`config.mk`:
```
export PLATFORM = sky130hd
export DESIGN_NAME = fifo_rd_ctrl
export DESIGN_NICKNAME = d
export VERILOG_FILES = /design/src/rtl/fifo_rd_ctrl.sv
export SDC_FILE = /design/constraint.sdc
export NUM_CORES = 1
export LEC_CHECK = 0
export ABC_AREA = 1
export BUFFER_PORTS_ARGS = -buffer_cell sky130_fd_sc_hd__buf_2
export CAP_MARGIN = 20
export CORE_MARGIN = 4
export CORE_UTILIZATION = 58
export DETAILED_ROUTE_END_ITERATION = 10
export GPL_TIMING_DRIVEN = 0
export PLACE_DENSITY = 0.9
export SLEW_MARGIN = 30
export SYNTH_ARGS = -nofsm -noshare
export SYNTH_HDL_FRONTEND = slang
export SYNTH_SLANG_ARGS = --single-unit
```
`constraint.sdc`:
```
create_clock -name rclk -period 9.8 [get_ports rclk]
set_input_delay 0.98 -clock rclk [delete_from_list [all_inputs] [get_ports rclk]]
set_output_delay 0.98 -clock rclk [all_outputs]
set_load 0.03 [all_outputs]
```
`src/rtl/fifo_rd_ctrl.sv`:
```
// Read-domain controller of an asynchronous FIFO.
// Brings the Gray write pointer into the read clock domain and keeps the
// binary and Gray read pointers. It also produces the registered empty flag
// and the count of words not yet fetched. Fetched words land in a 2-entry
// first-word-fall-through output stage with a valid/ready handshake.
module fifo_rd_ctrl #(
    parameter int Depth     = 8,
    parameter int Width     = 8,
    parameter int Ptr_Width = 3
) (
    input  logic                 rclk,
    input  logic                 rrst_n,
    input  logic [Ptr_Width:0]   g_wptr,
    input  logic [Width-1:0]     mem_rdata,
    input  logic                 dout_ready,
    output logic                 r_en,
    output logic [Ptr_Width:0]   b_rptr,
    output logic [Ptr_Width:0]   g_rptr,
    output logic                 empty,
    output logic [Ptr_Width:0]   rd_count,
    output logic [Width-1:0]     dout,
    output logic                 dout_valid
);

    // Pointer width including the wrap bit.
    localparam int PW = Ptr_Width + 1;

    // Write-pointer synchroniser stages and the decoded binary write pointer.
    logic [PW-1:0]    wq1_q;
    logic [PW-1:0]    wq2_q;
    logic [PW-1:0]    wbin;

    // Read pointers and memory status.
    logic [PW-1:0]    b_rptr_q;
    logic [PW-1:0]    b_rptr_d;
    logic [PW-1:0]    g_rptr_q;
    logic [PW-1:0]    g_rptr_d;
    logic             empty_q;
    logic             empty_d;
    logic [PW-1:0]    rd_count_q;
    logic [PW-1:0]    rd_count_d;
    logic [PW-1:0]    rd_diff;

    // Output stage: two-entry ring with a head index and an occupancy count.
    // inflight_q marks that mem_rdata carries a fetched word this cycle.
    logic [1:0]       occ_q;
    logic [1:0]       occ_d;
    logic             inflight_q;
    logic             head_q;
    logic             head_d;
    logic             wr_idx;
    logic [Width-1:0] buf_q [2];

    logic             pop;
    logic             fetch;
    logic [2:0]       fill;

    function automatic logic [PW-1:0] bin2gray(input logic [PW-1:0] b);
        return b ^ (b >> 1);
    endfunction

    // Each binary bit is the XOR of this Gray bit and every Gray bit above it.
    generate
        for (genvar gi = 0; gi < PW; gi++) begin : g_gray2bin
            assign wbin[gi] = ^(wq2_q >> gi);
        end
    endgenerate

    // Two-flop synchroniser for the Gray write pointer. It changes one bit per
    // step, so a sample taken mid-change is either the old or the new value.
    always_ff @(posedge rclk or negedge rrst_n) begin
        if (!rrst_n) begin
            wq1_q <= '0;
            wq2_q <= '0;
        end else begin
            wq1_q <= g_wptr;
            wq2_q <= wq1_q;
        end
    end

    // Fetch decision, next pointers, status and output-stage bookkeeping.
    always_comb begin
        pop        = dout_valid & dout_ready;
        // Number of words held or arriving after this cycle's pop. A new fetch
        // is allowed only if that leaves room, so the stage never overflows.
        fill       = 3'(occ_q) + 3'(inflight_q) - 3'(pop);
        fetch      = rrst_n && !empty_q && (fill <= 3'd1);
        b_rptr_d   = b_rptr_q + PW'(fetch);
        g_rptr_d   = bin2gray(b_rptr_d);
        empty_d    = (g_rptr_d == wq2_q);
        rd_diff    = wbin - b_rptr_d;
        // In normal operation the difference never exceeds Depth. The clamp
        // keeps the count meaningful if the write side ever hands over a
        // corrupt pointer.
        rd_count_d = (rd_diff > PW'(Depth)) ? PW'(Depth) : rd_diff;
        occ_d      = occ_q + 2'(inflight_q) - 2'(pop);
        head_d     = head_q ^ pop;
        // An arriving word goes into the slot just behind the oldest one. When
        // occ is 1 and a pop happens together with the arrival, that slot
        // becomes the new head, so the order is kept.
        wr_idx     = head_q ^ occ_q[0];
    end

    // Read pointers, empty flag and the fill count are all registered.
    always_ff @(posedge rclk or negedge rrst_n) begin
        if (!rrst_n) begin
            b_rptr_q   <= '0;
            g_rptr_q   <= '0;
            empty_q    <= 1'b1;
            rd_count_q <= '0;
        end else begin
            b_rptr_q   <= b_rptr_d;
            g_rptr_q   <= g_rptr_d;
            empty_q    <= empty_d;
            rd_count_q <= rd_count_d;
        end
    end

    // Output-stage occupancy, head index and the one-cycle memory latency marker.
    always_ff @(posedge rclk or negedge rrst_n) begin
        if (!rrst_n) begin
            occ_q      <= '0;
            head_q     <= 1'b0;
            inflight_q <= 1'b0;
        end else begin
            occ_q      <= occ_d;
            head_q     <= head_d;
            inflight_q <= fetch;
        end
    end

    // Output-stage storage. Each slot captures mem_rdata when it is the write target.
    generate
        for (genvar gi = 0; gi < 2; gi++) begin : g_buf
            always_ff @(posedge rclk or negedge rrst_n) begin
                if (!rrst_n) begin
                    buf_q[gi] <= '0;
                end else if (inflight_q && (wr_idx == 1'(gi))) begin
                    buf_q[gi] <= mem_rdata;
                end
            end
        end
    endgenerate

    assign r_en       = fetch;
    assign b_rptr     = b_rptr_q;
    assign g_rptr     = g_rptr_q;
    assign empty      = empty_q;
    assign rd_count   = rd_count_q;
    assign dout       = buf_q[head_q];
    assign dout_valid = (occ_q != 2'd0);

endmodule

```
Word level (Yosys, flattened, before mapping)
Cells that the tools add are included.
{"block": "op_classes", "addsub": 6, "order_cmp": 3, "eq_ne": 1, "muxes": 4, "bitwise_logic": 6, "n_reduce_logical": 10}
{"operator": "8-bit 2-to-1 mux", "count": 3}
{"operator": "4-bit XOR reduction", "count": 4}
{"operator": "4-bit by 1-bit adder with 4-bit output", "count": 1}
{"operator": "4-bit == test", "count": 1}
{"operator": "4-bit > comparator, second input constant", "count": 1}
{"operator": "1-bit logical AND", "count": 4}
{"operator": "4-bit 2-to-1 mux", "count": 1}
{"operator": "4-bit subtractor", "count": 1}
{"operator": "4-bit by 3-bit bitwise XOR with 4-bit output", "count": 1}
{"operator": "2-bit by 1-bit adder with 3-bit output", "count": 1}
{"operator": "3-bit by 1-bit less-or-equal comparator with 1-bit output, second input constant", "count": 1}
{"operator": "3-bit by 1-bit subtractor with 3-bit output", "count": 1}
{"operator": "2-bit by 1-bit adder with 2-bit output", "count": 1}
{"operator": "2-bit greater-or-equal comparator, second input constant", "count": 1}
{"operator": "1-bit inverter with 2-bit output", "count": 1}
{"operator": "2-bit nonzero test", "count": 1}
{"operator": "2-bit by 1-bit subtractor with 2-bit output", "count": 1}
{"operator": "1-bit bitwise XOR", "count": 2}
{"operator": "1-bit bitwise AND", "count": 1}
{"operator": "1-bit zero test", "count": 1}
{"operator": "1-bit inverter", "count": 1}
{"block": "totals", "register_bits": 41, "in_bits": 15, "out_inout_bits": 23, "wordCells": 41}

Depth between registers and ports, before layout
Gate-level depths: netlist of run 1.
{"block": "depth", "depth_word": 9, "ltp_mapped": 24, "mapped_depth_nobuf": 24}

Worst setup path before layout of run 1
No wires, ideal clock.
{"block": "synth_timing", "kind": "input-to-reg", "start": "input dout_ready", "end": "register rd_count_q[0] (netlist: rd_count[0])", "setup_ns": 0.115, "arrival_time_ns": 4.976, "required_ns": 9.685, "setup_slack_ns": 4.708, "cell_stages": 22, "path_buffers": 0, "cell_sequence": "nand2_1 inv_1 ha_1 inv_1 ha_1 fa_1 xnor2_1 nor4b_1 ha_1 ha_1 inv_1 or2_1 nand2_2 inv_1 ha_1 inv_1 nor2_1 nand3_2 nand2_1 nand2_2 and2_4 nor2_2"}
{"block": "synth_between", "elab_chain_len": 8}
{"element": "from (decl)", "line": "15", "source": "input logic dout_ready,"}
{"element": "1-bit bitwise AND", "line": "83", "source": "pop = dout_valid & dout_ready;"}
{"element": "3-bit by 1-bit subtractor with 3-bit output", "line": "86", "source": "fill = 3'(occ_q) + 3'(inflight_q) - 3'(pop);"}
{"element": "3-bit by 1-bit less-or-equal comparator with 1-bit output", "line": "87", "source": "fetch = rrst_n && !empty_q && (fill <= 3'd1);"}
{"element": "1-bit logical AND", "line": "87"}
{"element": "net r_en", "line": "16", "source": "output logic r_en,"}
{"element": "4-bit by 1-bit adder with 4-bit output", "line": "88", "source": "b_rptr_d = b_rptr_q + PW'(fetch);"}
{"element": "net b_rptr_d[2]", "line": "35", "source": "logic [PW-1:0] b_rptr_d;"}
{"element": "4-bit subtractor", "line": "91", "source": "rd_diff = wbin - b_rptr_d;"}
{"element": "4-bit > comparator", "line": "95", "source": "rd_count_d = (rd_diff > PW'(Depth)) ? PW'(Depth) : rd_diff;"}
{"element": "4-bit 2-to-1 mux", "line": "95"}
{"element": "net rd_count_d[0]", "line": "41", "source": "logic [PW-1:0] rd_count_d;"}
{"element": "to (signal assigned)", "line": "115", "source": "rd_count_q <= rd_count_d;"}
{"element": "to (decl)", "line": "40", "source": "logic [PW-1:0] rd_count_q;"}
The timed path passes the listed nets, and every way through them passes these cells.
A chain may end at the register's enable or synchronous reset.

Worst setup path in the final report of run 1
{"block": "layout_timing", "start": "register occ_q[1]", "end": "register rd_count_q[0] (netlist: rd_count[0])"}
{"block": "layout_between", "elab_chain_len": 9, "elab_cells_between_ends": 10, "cone_classes": "add/sub (4); order compare (2); mux (1); bitwise (1); reduce/logical (2)"}
{"element": "from (decl)", "line": "46", "source": "logic [1:0] occ_q;"}
{"element": "from (signal assigned)", "line": "122", "source": "occ_q <= '0;"}
{"element": "from (signal assigned)", "line": "126", "source": "occ_q <= occ_d;"}
{"element": "branches (longest 2 deep; another with 2-bit by 1-bit adder with 3-bit output)"}
{"element": "3-bit by 1-bit subtractor with 3-bit output *", "line": "86"}
{"element": "3-bit by 1-bit less-or-equal comparator with 1-bit output *", "line": "87"}
{"element": "1-bit logical AND *", "line": "87"}
{"element": "4-bit by 1-bit adder with 4-bit output *", "line": "88"}
{"element": "net b_rptr_d[2]", "line": "35"}
{"element": "4-bit subtractor *", "line": "91"}
{"element": "4-bit > comparator *", "line": "95"}
{"element": "4-bit 2-to-1 mux *", "line": "95"}
{"element": "net rd_count_d[0]", "line": "41"}
Mark *: on every way through the listed nets, which the timed path passes.

==> results of run 1 <==
[kinds of logic after synthesis]
logic type               count (synthesis)  synth area share, %
AND/OR/NAND/NOR                         60                18.62
flip-flops                              40                54.23
buffers and inverters                   29                6.161
AO/OA/AOI/OAI                           17                4.740
XOR/XNOR                                10                5.551
multiplexers                             8                4.875
adder cells (fa/ha/maj)                  8                5.822
[critical path, cell delays in order, from the launching register on]
cell	delay [ns]
dfrtp_1	0.42
or2_2	0.31
nand2_1	0.11
inv_1	0.05
ha_1	0.26
inv_1	0.04
ha_1	0.18
fa_1	0.39
xnor2_1	0.14
nor4b_1	0.56
ha_1	0.28
ha_1	0.14
inv_1	0.04
or2_1	0.21
nand2_2	0.14
inv_1	0.06
ha_1	0.29
inv_1	0.08
nor2_1	0.13
nand3_2	0.10
nand2_1	0.09
nand2_2	0.06
and2_4	0.14
nor2_2	0.07
[registers in the layout, indices dropped and copies added (netlist names)]
name	count
rd_count	4
head_q	1
empty	1
wq1_q	4
buf_q	16
g_rptr	3
occ_q	2
b_rptr	4
inflight_q	1
wq2_q	4
[layout make-up]
type	count	area share (%)
clock inverters	1	1.374
multi-input cells	103	33.49
well taps	44	2.519
inverters	26	4.465
clock buffers	7	2.977
flip-flops and latches	40	45.85
plain buffers	3	0.7441
repair buffers	37	8.586
[per-stage QoR]
step,setup slack [ns],cell area [um^2]
2_1_floorplan,4.708,1848
3_3_place_gp,5.183,2088
3_5_place_dp,5.083,2088
4_1_cts,5.414,2183
5_1_grt,5.046,2186
6_report,5.431,2186
[path summary, 6_finish.rpt]
check	start	endpoint	slack (ns)	depth (start not counted)
max	occ_q[1]	rd_count[0]	5.43	23
min	wq1_q[1]	wq2_q[1]	0.36	0
max reg2reg	occ_q[1]	rd_count[0]	5.43	23
min reg2reg	wq1_q[1]	wq2_q[1]	0.36	0
max in group asynchronous	rrst_n	empty	8.85	1
min in group asynchronous	rrst_n	head_q	0.60	1
[layer usage]
layer	share of wire, %	global-route usage [%]	vias to the layer above	wire length [um]
met1	43	20.14	601	1298
met2	50	28.48	26	1481
li1	-	-	624	-
met4	1.4	3.958	0	41
met5	0	0	-	0
met3	5.6	5.546	6	167
[cells in the final DEF (no fill, tap or decap), types with 2 or more instances in the layout]
master	instances
dfrtp_1	39
buf_2	37
nand2_1	29
inv_1	23
o21ai_0	16
mux2_2	8
nand2_2	7
ha_1	7
nand3_1	6
clkbuf_4	5
xnor2_1	4
xor2_1	4
nor2_1	4
inv_2	3
nand3_2	3
nor2_4	2
xor2_2	2
buf_4	2
clkbuf_8	2
[power breakdown]
part | internal, uW | switching (uW) | leakage [uW]
logic | 167 | 303 | 0.000600
registers | 233 | 28.0 | 0.000478
clock network | 67.8 | 49.4 | 0.0000515
[Yosys cell counts, drive strengths merged]
cell type / n
a22oi: 1
and2: 1
buf: 2
clkbuf: 1
dfrtp: 39
dfstp: 1
fa: 1
ha: 7
inv: 26
mux2: 8
nand2: 37
nand3: 10
nand3b: 1
nor2: 7
nor4b: 1
o21ai: 16
or2: 3
xnor2: 4
xor2: 6
==> impl_metrics.yaml, run 1 <==
outcome:
  outcome: "complete, no violations"
sta:
  tns_ns: 0
  setup_violations: 0
  worst_pin_slew_ns: 0.6581
  slew-limit-headroom_pct: 55.51
  finalCritPeriodShare_pct: 44.58
  rsz0062_at_grt: "false"
  max_freq_mhz: 228.9
  fin_crit_ns: 4.369
  slew_violations: 0
  hold_violations: 0
  holdWs_ns: 0.3626
  fin_skew_ns: 0.01002
yosys:
  netlist_instances: 172
  synth_area_per_cell_um2: 10.74
  synthTopCellsByArea: "dfrtp_1, nand2_1, mux2_2"
  synth_cell_types: 30
  synth_seq_cells: 40
  yosysSeqAreaShare_pct: 54.23
  yosys.area.top_type_share_pct: 52.81
  ys_warn_count: 0
  yosys.area.top_type: "dfrtp_1"
  syn_nets: 195
  syn-cell-area_um2: 1848
clock_tree:
  insertion_delay_ns: 0.34
  cts_tree: "done"
  cts_max_path_buffers: 2
  cts-root-buf: "clkbuf_4"
  numCtsBuffers: 5
  cts.sinks: 40
  postCtsHoldBufs: 0
  htreeDepth: 2
  path_clk_slew_ns: 0.11
  cts_setup_buffers: 0
  ctsResizeCount: 0
setup_path:
  critPathMaxFanout: 4
  worstSetupStartpointType: "flop"
  end_kind: "flop"
  path_class: "reg -> reg"
  critPathRequiredTime_ns: 10.07
  crit_arrival_ns: 4.64
routing:
  wirelength_mm: 2.989
  vias_per_cell: 4.816
  drcViolationCount: 0
  firstDrtPassIters: 4
  num_vias: 1257
  drtIter0Drc: 37
  wl_per_cell_um: 11.45
  ant_nets: 0
floorplan:
  die_w_um: 64.45
  die_h_um: 64.45
  initial_utilization_pct: 60.53
  rows: 20
  pin_count: 38
  dieArea_um2: 4153
  coreArea_um2: 3053
global_routing:
  grt_pass1_wl_mm: 5.319
  grt_pass1_vias: 1261
  grt.overflow.total: 0
  grt_use_total_pct: 16.57
  antenna_found_initial: 0
  grt_max_degree: 42
cells_and_area:
  fin_cells: 261
  multi_input_comb_area_um2: 732.0
  fillers: 231
  nets: 239
  area_growth_pct: 18.28
  drive_above_1_share_pct: 36.87
  seqCellArea_um2: 1002
  final_util_pct: 71.60
  antenna_cells: 0
pwr:
  vdd_ir_drop_max_mv: 0.1777
  powerDensity_nw_per_um2: 387.8
  p_leak_uw: 0.001129
  total_power_uw: 847.7
run:
  maxCapViolCount: 0
placed_design:
  portBuffers: 37
  dp_hpwl_mm: 2.324
  gp_congestion: 0.7648
  dp_cells: 253
hold_path:
  hold_path.class: "reg -> reg"
No activity file was read; power rests on OpenSTA's default activity.
==> inputs of run 2 (changes only) <==
- CORE_UTILIZATION: 58 -> 48
- PLACE_DENSITY: 0.9 -> 0.8
- clock period: 9.8 -> 3.78 ns (I/O delays scaled with it)
==> run 2 against run 1 <==
Effect of this change:
- hold slack worse by 0.32 ns
- critical path depth is 1 lower
- wire length is 13% higher
- cell count is 5.0% higher
- count of clock-buffer cells in the layout is 2 lower
- flip-flop and latch count stayed put
- clock power is 140% higher
- clock skew is 0.00085 ns lower
- non-clock buffer count is 9 higher
- register-to-register slack worse by 5.4 ns
==> impl_metrics.yaml, run 2 (synthesis results as in run 1) <==
global_routing:
  grt_pass1_vias: 1289
  grt.overflow.total: 0
  grt_pass1_wl_mm: 5.595
  grt_use_total_pct: 14.49
  grt_max_degree: 42
  antenna_found_initial: 0
cells_and_area:
  final_cell_mix: "dfrtp_1, buf_2, nand2_1, inv_1, o21ai_0"
  fillers: 312
  final_util_pct: 64.08
  drive_above_1_share_pct: 46.90
  layout_commonest_cell: "dfrtp_1"
  top_register: "buf_q"
  nets: 248
  design_area_um2: 2364
  antenna_cells: 0
  largest_register_ffs: 16
  area_growth_pct: 27.89
sta:
  tns_ns: 0
  slew-limit-headroom_pct: 66.03
  finalCritPeriodShare_pct: 99.04
  setup_violations: 0
  fin_skew_ns: 0.009175
  hold_violations: 0
  worst_pin_slew_ns: 0.5096
  fin_crit_ns: 3.744
  worst_slack_ns: 0.03615
  rsz0062_at_grt: "true"
  holdWs_ns: 0.04267
  slew_violations: 0
  max_freq_mhz: 267.1
floorplan:
  dieArea_um2: 4907
  initial_utilization_pct: 50.10
  pin_count: 38
  die_w_um: 70.05
  die_h_um: 70.05
  rows: 22
  coreArea_um2: 3689
setup_path:
  critPathLaunch: "occ_q[1]"
  path_class: "reg -> reg"
  regToRegSetupSlack_ns: 0.04
  end_kind: "flop"
  critPathMaxFanout: 3
  r2r_cells: 22
  critPathRequiredTime_ns: 4.00
  crit_arrival_ns: 3.96
  worstSetupStartpointType: "flop"
  reg2reg_to: "rd_count[0]"
  r2r-start: "occ_q[1]"
placed_design:
  dpl_worst_slack_ns: -0.1560
  gp_congestion: 0.7561
  portBuffers: 37
  place_area_um2: 2133
  dp_hpwl_mm: 2.379
routing:
  wirelength_mm: 3.392
  drcViolationCount: 0
  ant_nets: 0
  firstDrtPassIters: 4
  num_vias: 1283
  wl_per_cell_um: 12.38
  drtIter0Drc: 47
  vias_per_cell: 4.682
hold_path:
  hold_path.class: "in -> async"
clock_tree:
  cts.sinks: 40
  numCtsBuffers: 5
  htreeDepth: 2
  cts_tree: "done"
  cts-root-buf: "clkbuf_8"
  cts_max_path_buffers: 2
  path_clk_slew_ns: 0.08
  insertion_delay_ns: 0.29
pwr:
  seqPwrFrac_pct: 28.3
  powerDensity_nw_per_um2: 1014
  switching_share_pct: 45.36
  pwr-share-comb_pct: 60.1
  clkPwrFrac_pct: 11.5
  p_leak_uw: 0.001183
  p_int_uw: 1309
  vdd_ir_drop_max_mv: 0.3635
  switchingPower_uw: 1087
outcome:
  outcome: "complete, no violations"
run:
  maxCapViolCount: 0
-- run 2: changes by cell type in the layout (fill, tap and decap cells not counted), sizes merged --
cell / before / now
clkbuf: 8 / 6
buf: 39 / 48
clkinv: 0 / 3
bufinv: 1 / 0
-- run 2: routing by layer --
metal	up-vias	share of wire [%]	global-route usage, %
met1	601	43	19.05
li1	646	-	-
met4	0	2.0	7.021
met3	8	4.2	3.309
met2	28	50	22.56
met5	-	0	0
-- run 2: area by class of cell --
class	count	area (um^2)	share of cell area, %
Inverter	26	105.1	4.447
Buffer	3	16.27	0.6882
Clock buffer	5	68.82	2.912
Clock inverter	3	18.77	0.7941
Sequential cell	40	1002	42.40
Timing Repair Buffer	46	255.2	10.80
Tap cell	48	60.06	2.541
Multi-Input combinational cell	103	837.1	35.42
-- run 2: repair_timing --
action,CTS,global route
pin swaps,3,14
endpoints found under the setup margin,4,4
hold buffers,0,0
buffers inserted,4,5
resized for setup,3,14
-- run 2: stage by stage --
step,power [uW],std cells
global route,2585,274
CTS,2302,269
global placement,1933,257
finish,2396,274
detailed placement,1960,257
floorplan,1669,172
-- run 2: worst max-delay path by stage --
stage                  endpoint  slack [ns]
floorplan           rd_count[0]       -0.28
finish              rd_count[0]        0.04
CTS                 rd_count[0]        0.04
global placement    rd_count[0]       -0.07
detailed placement  rd_count[0]       -0.16
global route        rd_count[0]       -0.11
-- run 2: critical path, cell delays in order (launching register included) --
cell	delay, ns
dfrtp_1	0.40
or2_4	0.27
nand2_4	0.07
inv_4	0.03
ha_4	0.24
inv_2	0.04
ha_4	0.15
fa_2	0.46
nor4b_4	0.34
ha_2	0.27
ha_4	0.13
inv_2	0.03
or2_4	0.24
nand2_4	0.08
inv_4	0.03
ha_4	0.26
inv_4	0.05
nor2_4	0.09
nand3_2	0.09
nand2_2	0.09
nand2_2	0.06
and2_4	0.14
nor2_2	0.09
-- run 2: power by group through the flow --
| stage | registers (uW) | logic, uW | clock network (uW) |
|---|---|---|---|
| after floorplan | 787 | 882 | 0 |
| after global placement | 682 | 1250 | 0 |
| after detailed placement | 691 | 1270 | 0 |
| after CTS | 676 | 1340 | 283 |
| after global routing | 706 | 1580 | 301 |
| final | 679 | 1440 | 276 |
